[src/rtl/maze_move_ctrl.sv]
// Per-frame player movement, collision handshake with the renderer and room
// sequencing across the 3x3 maze map; owns position, room, blank and win state.
module maze_move_ctrl #(
  parameter int unsigned STEP         = 2,
  parameter int unsigned COLL_LAT     = 2,
  parameter int unsigned BLANK_FRAMES = 8,
  parameter int unsigned X_MIN        = 96,
  parameter int unsigned X_MAX        = 720,
  parameter int unsigned Y_MIN        = 2,
  parameter int unsigned Y_MAX        = 466,
  parameter int unsigned X_START      = 408,
  parameter int unsigned Y_START      = 234,
  parameter int unsigned GOAL_X       = 2,
  parameter int unsigned GOAL_Y       = 2
) (
  input  logic       CLOCK_50,
  input  logic       reset,
  input  logic       frame_tick,
  input  logic       btn_up,
  input  logic       btn_down,
  input  logic       btn_left,
  input  logic       btn_right,
  input  logic       collision,
  output logic [9:0] cand_x,
  output logic [9:0] cand_y,
  output logic       cand_valid,
  output logic [9:0] x_pos,
  output logic [9:0] y_pos,
  output logic [1:0] room_x,
  output logic [1:0] room_y,
  output logic       blank,
  output logic       win
);
  localparam int unsigned PW = 10;
  localparam int unsigned SW = 11;
  localparam int unsigned RW = 2;
  localparam int unsigned CW = 3;
  localparam int unsigned FW = 4;

  typedef enum logic [2:0] {
    S_IDLE, S_PROPOSE, S_CHECK, S_ROOM_CHANGE, S_WIN
  } state_t;

  state_t        state_q, state_d;
  logic [PW-1:0] x_q, x_d, y_q, y_d;
  logic [PW-1:0] cand_x_q, cand_x_d, cand_y_q, cand_y_d;
  logic [RW-1:0] room_x_q, room_x_d, room_y_q, room_y_d;
  logic          cand_valid_q, cand_valid_d;
  logic          blank_q, blank_d;
  logic          win_q, win_d;
  logic [CW-1:0] lat_cnt_q, lat_cnt_d;
  logic [FW-1:0] frm_cnt_q, frm_cnt_d;

  logic signed [SW-1:0] tx_c, ty_c;
  logic [PW-1:0]        edge_x_c, edge_y_c;
  logic [RW-1:0]        new_rx_c, new_ry_c;
  logic                 any_btn_c, in_range_c, adj_ok_c, goal_c;

  // Candidate for the highest-priority button, plus the room-exit alternative.
  always_comb begin : candidate
    tx_c     = $signed({1'b0, x_q});
    ty_c     = $signed({1'b0, y_q});
    edge_x_c = x_q;
    edge_y_c = y_q;
    new_rx_c = room_x_q;
    new_ry_c = room_y_q;
    adj_ok_c = 1'b0;
    if (btn_up) begin
      ty_c     = ty_c - $signed(SW'(STEP));
      adj_ok_c = (room_y_q != 2'd0);
      new_ry_c = room_y_q - 2'd1;
      edge_y_c = PW'(Y_MAX);
    end else if (btn_down) begin
      ty_c     = ty_c + $signed(SW'(STEP));
      adj_ok_c = (room_y_q != 2'd2);
      new_ry_c = room_y_q + 2'd1;
      edge_y_c = PW'(Y_MIN);
    end else if (btn_left) begin
      tx_c     = tx_c - $signed(SW'(STEP));
      adj_ok_c = (room_x_q != 2'd0);
      new_rx_c = room_x_q - 2'd1;
      edge_x_c = PW'(X_MAX);
    end else if (btn_right) begin
      tx_c     = tx_c + $signed(SW'(STEP));
      adj_ok_c = (room_x_q != 2'd2);
      new_rx_c = room_x_q + 2'd1;
      edge_x_c = PW'(X_MIN);
    end
    any_btn_c  = btn_up | btn_down | btn_left | btn_right;
    in_range_c = (tx_c >= $signed(SW'(X_MIN))) && (tx_c <= $signed(SW'(X_MAX))) &&
                 (ty_c >= $signed(SW'(Y_MIN))) && (ty_c <= $signed(SW'(Y_MAX)));
    goal_c     = (new_rx_c == RW'(GOAL_X)) && (new_ry_c == RW'(GOAL_Y));
  end

  // Next-state and register updates.
  always_comb begin : fsm_next
    state_d      = state_q;
    x_d          = x_q;
    y_d          = y_q;
    cand_x_d     = cand_x_q;
    cand_y_d     = cand_y_q;
    cand_valid_d = cand_valid_q;
    room_x_d     = room_x_q;
    room_y_d     = room_y_q;
    blank_d      = blank_q;
    win_d        = win_q;
    lat_cnt_d    = lat_cnt_q;
    frm_cnt_d    = frm_cnt_q;
    case (state_q)
      S_IDLE: begin
        if (frame_tick) state_d = S_PROPOSE;
      end
      S_PROPOSE: begin
        state_d = S_IDLE;
        if (any_btn_c && in_range_c) begin
          cand_x_d     = tx_c[PW-1:0];
          cand_y_d     = ty_c[PW-1:0];
          cand_valid_d = 1'b1;
          lat_cnt_d    = '0;
          state_d      = S_CHECK;
        end else if (any_btn_c && adj_ok_c) begin
          room_x_d = new_rx_c;
          room_y_d = new_ry_c;
          x_d      = edge_x_c;
          y_d      = edge_y_c;
          if (goal_c) begin
            win_d   = 1'b1;
            state_d = S_WIN;
          end else begin
            blank_d   = 1'b1;
            frm_cnt_d = '0;
            state_d   = S_ROOM_CHANGE;
          end
        end
      end
      S_CHECK: begin
        if (lat_cnt_q == CW'(COLL_LAT - 1)) begin
          if (!collision) begin
            x_d = cand_x_q;
            y_d = cand_y_q;
          end
          cand_valid_d = 1'b0;
          state_d      = S_IDLE;
        end else begin
          lat_cnt_d = lat_cnt_q + CW'(1);
        end
      end
      S_ROOM_CHANGE: begin
        if (frame_tick) begin
          if (frm_cnt_q == FW'(BLANK_FRAMES - 1)) begin
            blank_d   = 1'b0;
            frm_cnt_d = '0;
            state_d   = S_IDLE;
          end else begin
            frm_cnt_d = frm_cnt_q + FW'(1);
          end
        end
      end
      S_WIN: begin
        state_d = S_WIN;
      end
      default: state_d = S_IDLE;
    endcase
  end

  always_ff @(posedge CLOCK_50 or posedge reset) begin
    if (reset) begin
      state_q      <= S_IDLE;
      x_q          <= PW'(X_START);
      y_q          <= PW'(Y_START);
      cand_x_q     <= '0;
      cand_y_q     <= '0;
      cand_valid_q <= 1'b0;
      room_x_q     <= '0;
      room_y_q     <= '0;
      blank_q      <= 1'b0;
      win_q        <= 1'b0;
      lat_cnt_q    <= '0;
      frm_cnt_q    <= '0;
    end else begin
      state_q      <= state_d;
      x_q          <= x_d;
      y_q          <= y_d;
      cand_x_q     <= cand_x_d;
      cand_y_q     <= cand_y_d;
      cand_valid_q <= cand_valid_d;
      room_x_q     <= room_x_d;
      room_y_q     <= room_y_d;
      blank_q      <= blank_d;
      win_q        <= win_d;
      lat_cnt_q    <= lat_cnt_d;
      frm_cnt_q    <= frm_cnt_d;
    end
  end

  assign cand_x     = cand_x_q;
  assign cand_y     = cand_y_q;
  assign cand_valid = cand_valid_q;
  assign x_pos      = x_q;
  assign y_pos      = y_q;
  assign room_x     = room_x_q;
  assign room_y     = room_y_q;
  assign blank      = blank_q;
  assign win        = win_q;
endmodule
[config.mk]
export PLATFORM = sky130hd
export DESIGN_NAME = maze_move_ctrl
export DESIGN_NICKNAME = d
export VERILOG_FILES = /design/src/rtl/maze_move_ctrl.sv
export SDC_FILE = /design/constraint.sdc
export NUM_CORES = 1
export LEC_CHECK = 0
export CAP_MARGIN = 20
export CORE_MARGIN = 2
export CORE_UTILIZATION = 55
export DETAILED_ROUTE_END_ITERATION = 7
export PLACE_DENSITY_LB_ADDON = 0.2
export SYNTH_ARGS = -nofsm -noshare
export SYNTH_HDL_FRONTEND = slang
export SYNTH_SLANG_ARGS = --single-unit
[constraint.sdc]
create_clock -name CLOCK_50 -period 4.11 [get_ports CLOCK_50]
set_clock_uncertainty 0.15 [all_clocks]
set_input_delay 1.0275 -clock CLOCK_50 [delete_from_list [all_inputs] [get_ports CLOCK_50]]
set_output_delay 1.0275 -clock CLOCK_50 [all_outputs]
set_load 0.01 [all_outputs]
# ---- Word-level counts from Yosys, hierarchy flattened
# Index checks and enable logic that the tools add are counted.
# Widths: inputs -> output; s select.
dict set report word_totals {
  regBits 57
  in_bits 8
  output_inout_bits 47
  wordCells 133
}
dict set report op_classes {
  addsub 10
  magnitude_cmp 4
  n_eq_ne 24
  mux 58
  bitwise_logic 4
  reduce_logical 21
}
# operator n
set ops {}
lappend ops {{$mux 10} 14}
lappend ops {{$mux 11} 6}
lappend ops {{$pmux 10 s2} 2}
lappend ops {{$ne 2x2->1 const B} 14}
lappend ops {{$mux 3} 9}
lappend ops {{$add 10x2->11 const B} 2}
lappend ops {{$sub 10x2->11 const B} 2}
lappend ops {{$mux 4} 5}
lappend ops {{$pmux 3 s5} 1}
lappend ops {{$mux 2} 6}
lappend ops {{$reduce_and 6->1} 2}
lappend ops {{$ge 11x3->1 const B} 1}
lappend ops {{$ge 11x8->1 const B} 1}
lappend ops {{$le 11x10->1 const B} 1}
lappend ops {{$le 11x11->1 const B} 1}
lappend ops {{$mux 1} 11}
lappend ops {{$reduce_and 3->1} 3}
lappend ops {{$pmux 4 s2} 1}
lappend ops {{$reduce_and 4->1} 2}
lappend ops {{$reduce_and 8->1} 1}
lappend ops {{$reduce_bool 2->1} 4}
lappend ops {{$eq 3x1->1 const B} 2}
lappend ops {{$eq 3x2->1 const B} 2}
lappend ops {{$logic_and 1x1->1} 6}
lappend ops {{15 further kinds} 22}

# ---- Longest topological paths before layout
dict set report depth {
  ltp_word 12
  depth_mapped 12
  mapped_depth_nobuf 11
}

# ---- Worst setup path after synthesis
# No wires, ideal clock.
dict set report synth_path {
  path_type {input port to flip-flop}
  startpoint {in btn_down}
  endpoint {reg cand_x_q[0] (netlist: cand_x[0])}
  setup_time_ns 0.125
  arrival_ns 3.068
  required_time_ns 3.835
  path_slack_ns 0.767
  cell_stages 10
  path_buffers 1
  path_cell_list {or2_1 o21ai_1 o21ai_1 o221a_1 o41ai_1 a2111oi_2 or2_4 nor2_8 buf_12 mux2_4}
}
dict set report synth_between {
  elab_chain_len 8
  word_cells_on_any_way 16
  classes_between {order compare: 4; mux: 4; bitwise: 3; reduce/logical: 5}
}
# element line_no
set synth_lines {}
lappend synth_lines {{start, declared} 20} ;# input logic btn_down,
lappend synth_lines {{$mux 11} 73} ;# end else if (btn_down) begin
lappend synth_lines {{$mux 11} 68} ;# if (btn_up) begin
lappend synth_lines {{$ge 11x8->1 or $le 11x11->1 (tied branches)} 90} ;# in_range_c = (tx_c >= $signed(SW'(X_MIN))) && (tx_c <= $signed(SW'(X_MAX))) &&
lappend synth_lines {{$logic_and 1x1->1 (2 in a row)} 90}
lappend synth_lines {{$logic_and 1x1->1} 91} ;# (ty_c >= $signed(SW'(Y_MIN))) && (ty_c <= $signed(SW'(Y_MAX)));
lappend synth_lines {{$logic_and 1x1->1} 115} ;# if (any_btn_c && in_range_c) begin
lappend synth_lines {{$reduce_and 2->1 (no source line)} -}
lappend synth_lines {{end signal, assigned} 184} ;# cand_x_q <= cand_x_d;
lappend synth_lines {{end, declared} 46} ;# logic [PW-1:0] cand_x_q, cand_x_d, cand_y_q, cand_y_d;
# Several ways; a longest one is shown, not always the timed one.
# A chain may end at the register's enable or synchronous reset.

# ---- Worst setup path in the final report
dict set report layout_path {
  startpoint {in btn_up}
  endpoint {reg room_y_q[1] (netlist: room_y[1])}
}
dict set report layout_between {
  elab_chain_len 8
  word_cells_on_any_way 18
  classes_between {order compare: 4; mux: 4; bitwise: 4; reduce/logical: 6}
}
# element line_no
set layout_lines {}
lappend layout_lines {{start, declared} 19} ;# input logic btn_up,
lappend layout_lines {{$mux 11} 68}
lappend layout_lines {{$ge 11x8->1 or $le 11x11->1 (tied branches)} 90}
lappend layout_lines {{$logic_and 1x1->1 (2 in a row)} 90}
lappend layout_lines {{$logic_and 1x1->1} 91}
lappend layout_lines {{$logic_and 1x1->1} 115}
lappend layout_lines {{$not 1->1 (no source line)} -}
lappend layout_lines {{$reduce_and 3->1 (no source line)} -}
lappend layout_lines {{end signal, assigned} 188} ;# room_y_q <= room_y_d;
lappend layout_lines {{end, declared} 47} ;# logic [RW-1:0] room_x_q, room_x_d, room_y_q, room_y_d;
# Several ways; a longest one is shown, not always the timed one.

==> results.cfg <==
[synth]
ys_warn_count = 0
ys_types = 72
synthesis.instances = 362
synth.cell_area_mm2 = 0.00360
yosysTopAreaCell = dfrtp_1
ys_seq_area_frac = 0.399
netlist.area_leader.share = 0.334
syn-num-nets = 381
synth_edf_count = 0
ys.flop_type = dfrtp_1
syn_avg_cell_area_um2 = 9.94
synth.area.top_cells = dfrtp_1 33%, dfstp_2 6.6%, mux2i_1 5.3%
synthArstFlopShare = 1.00
synth_seq_cells = 57

[clock_tree]
cts_setup_buffers = 0
cts_resized = 0
clock_latency_ns = 0.34
clock-sinks = 57
path_clk_slew_ns = 0.07
root_buffer = clkbuf_8
cts_max_level = 3
cts_tree = done
postCtsHoldBufs = 0
cts-buffers-inserted = 9
cts_buffer_depth = 2

[min_path]
holdCritPathClass = reg2reg
hold_start = cand_valid$_DFFE_PP0P_
hold_path_depth = 1
min_to = cand_valid$_DFFE_PP0P_

[layout]
final_common_cell = clkdlybuf4s50_1
regArea_mm2 = 0.00144
final_util = 0.729
fill_cells = 458
fin_nets = 466
area_delta_synth_final_pct = 28.5
multi_input_area_mm2 = 0.00191
insertedDiodeCount = 0
final_cell_mix = 54 x clkdlybuf4s50_1, 48 x dfrtp_1, 33 x buf_4
drive_gt1_frac = 0.206

[worst_setup_path]
r2r_cells = 12
reg2reg_setup_slack_ns = 0.69
worst_ep_required_time_ns = 4.17
critPathArrivalTime_ns = 3.96
end_kind = register
critPathKind = in2reg
critPathMaxFanout = 10
r2r-start = y_pos[1]$_DFFE_PP1P_
crit_path_start_kind = primary input
rr_endpoint = cand_y[6]$_DFFE_PP0P_

[sta]
finalMaxSlewViolations = 0
rsz0062_at_grt = false
period_needed_ns = 3.90
hold_ws_ns = 0.334
finalSetupTns_ns = 0
worst-slew-pin-transition_ns = 0.498
max_slew_margin = 0.664
fmaxAchievable_ghz = 0.256
fin_crit_sh = 0.949
setup_viol = 0
hold_viol_final = 0

[floorplan]
rows = 29
dieArea_mm2 = 0.00721
die_h_um = 84.9
fp.dieW_um = 84.9
io_pins = 55
core_mm2 = 0.00635
initial_core_util = 0.567

[outcome]
status = complete, no violations

[drt]
post_drt_wl_per_cell_um = 17.2
drt-total-wl_um = 9120
drc = 0
vias = 3060
drtPass1Iterations = 4
routed_via_density = 5.78
drtIter0Drc = 250
ant_nets = 0

[global_routing]
grt_usage = 0.263
grt_pass1_vias = 3006
grt_first_pass_wirelength_um = 14900
antenna_found_initial = 0
gr-total-overflow = 0
grt_max_degree = 58

[place]
hpwlAfterDp_um = 6580
place.gp.congestion = 0.880
portBuffers = 54

[pwr]
power_density_mw_per_mm2 = 789
static-leakage-power_nw = 1.98
power.total_w = 0.00365
peakVddDrop_mv = 0.479

[flow_run]
max_cap_viol_count = 0
layout make-up:
| cell class | instances | area share |
|---|---|---|
| clock inverters | 5 | 0.0119 |
| clock buffers | 11 | 0.0306 |
| multi-input cells | 257 | 0.413 |
| inverters | 31 | 0.0251 |
| well taps | 77 | 0.0208 |
| repair buffers | 91 | 0.188 |
| flip-flops and latches | 57 | 0.311 |
registers in the layout, summed over array words and instances (netlist names):
name,cells
cand_valid,1
cand_x,10
frm_cnt_q,4
y_pos,10
room_x,2
x_pos,10
blank,1
room_y,2
lat_cnt_q,3
state_q,3
cand_y,10
win,1
per-layer routing:
layer	GRT usage	wire (µm)	up-vias
met4	0.0996	166	0
met5	0	0	-
met1	0.370	4170	1496
met2	0.408	4310	96
met3	0.0477	473	18
li1	-	-	1450
worst max-delay path by stage:
stage	from	endpoint	slack, ns
final	btn_up	room_y[1]$_DFFE_PP0P_	0.21
after global routing	btn_up	room_y[1]$_DFFE_PP0P_	0.04
after CTS	btn_up	room_y[1]$_DFFE_PP0P_	0.21
after detailed placement	btn_up	room_y[1]$_DFFE_PP0P_	-0.12
after global placement	btn_down	cand_y[4]$_DFFE_PP0P_	-0.09
after floorplan	btn_down	cand_x[0]$_DFFE_PP0P_	0.77
worst max-delay path, stage by stage:
cell,delay (ns)
clkdlybuf4s50_1,0.48
buf_4,0.20
nand3b_1,0.22
and3_1,0.23
o21ai_1,0.23
a211oi_1,0.07
or4_1,0.59
nand4b_2,0.12
buf_4,0.12
o21ai_1,0.07
buf_4,0.16
nor3_1,0.27
o32ai_1,0.16
metrics by stage:
step | setup slack [ns] | std cells | cell area (µm²)
finish | 0.211 | 529 | 4630
global route | 0.0376 | 529 | 4630
CTS | 0.215 | 529 | 4630
detailed placement | -0.116 | 513 | 4430
global placement | -0.0932 | 513 | 4430
floorplan | 0.767 | 362 | 3600
kinds of logic (layout without fill, tap and decap cells):
logic type | count (synthesis) | count (layout) | share of synthesized area
mux | 31 | 31 | 0.101
fa+ha+maj | 11 | 11 | 0.0382
buf+inv | 48 | 138 | 0.0695
compound gates | 87 | 87 | 0.166
xor+xnor | 19 | 19 | 0.0504
simple gates | 109 | 109 | 0.176
flops | 57 | 57 | 0.399
cells in the mapped netlist, types with 4 or more instances:
master,n
clkbuf_1,5
nand3b_1,5
inv_1,31
dfrtp_1,48
buf_4,4
o21ai_0,17
nand2_1,31
mux2i_1,19
nor2_1,11
a21oi_1,23
o21ai_1,4
nor3_1,11
o31ai_1,5
a22o_1,5
ha_1,11
nand4_1,4
xnor2_1,16
nand3_1,9
buf_6,5
dfstp_2,9
mux2_4,10
nor2b_1,10
power breakdown:
group          internal, W  switching (W)
clock network     0.000295       0.000246
logic              0.00106       0.000933
registers         0.000817       0.000299
Power figures use the tool's default switching activity.
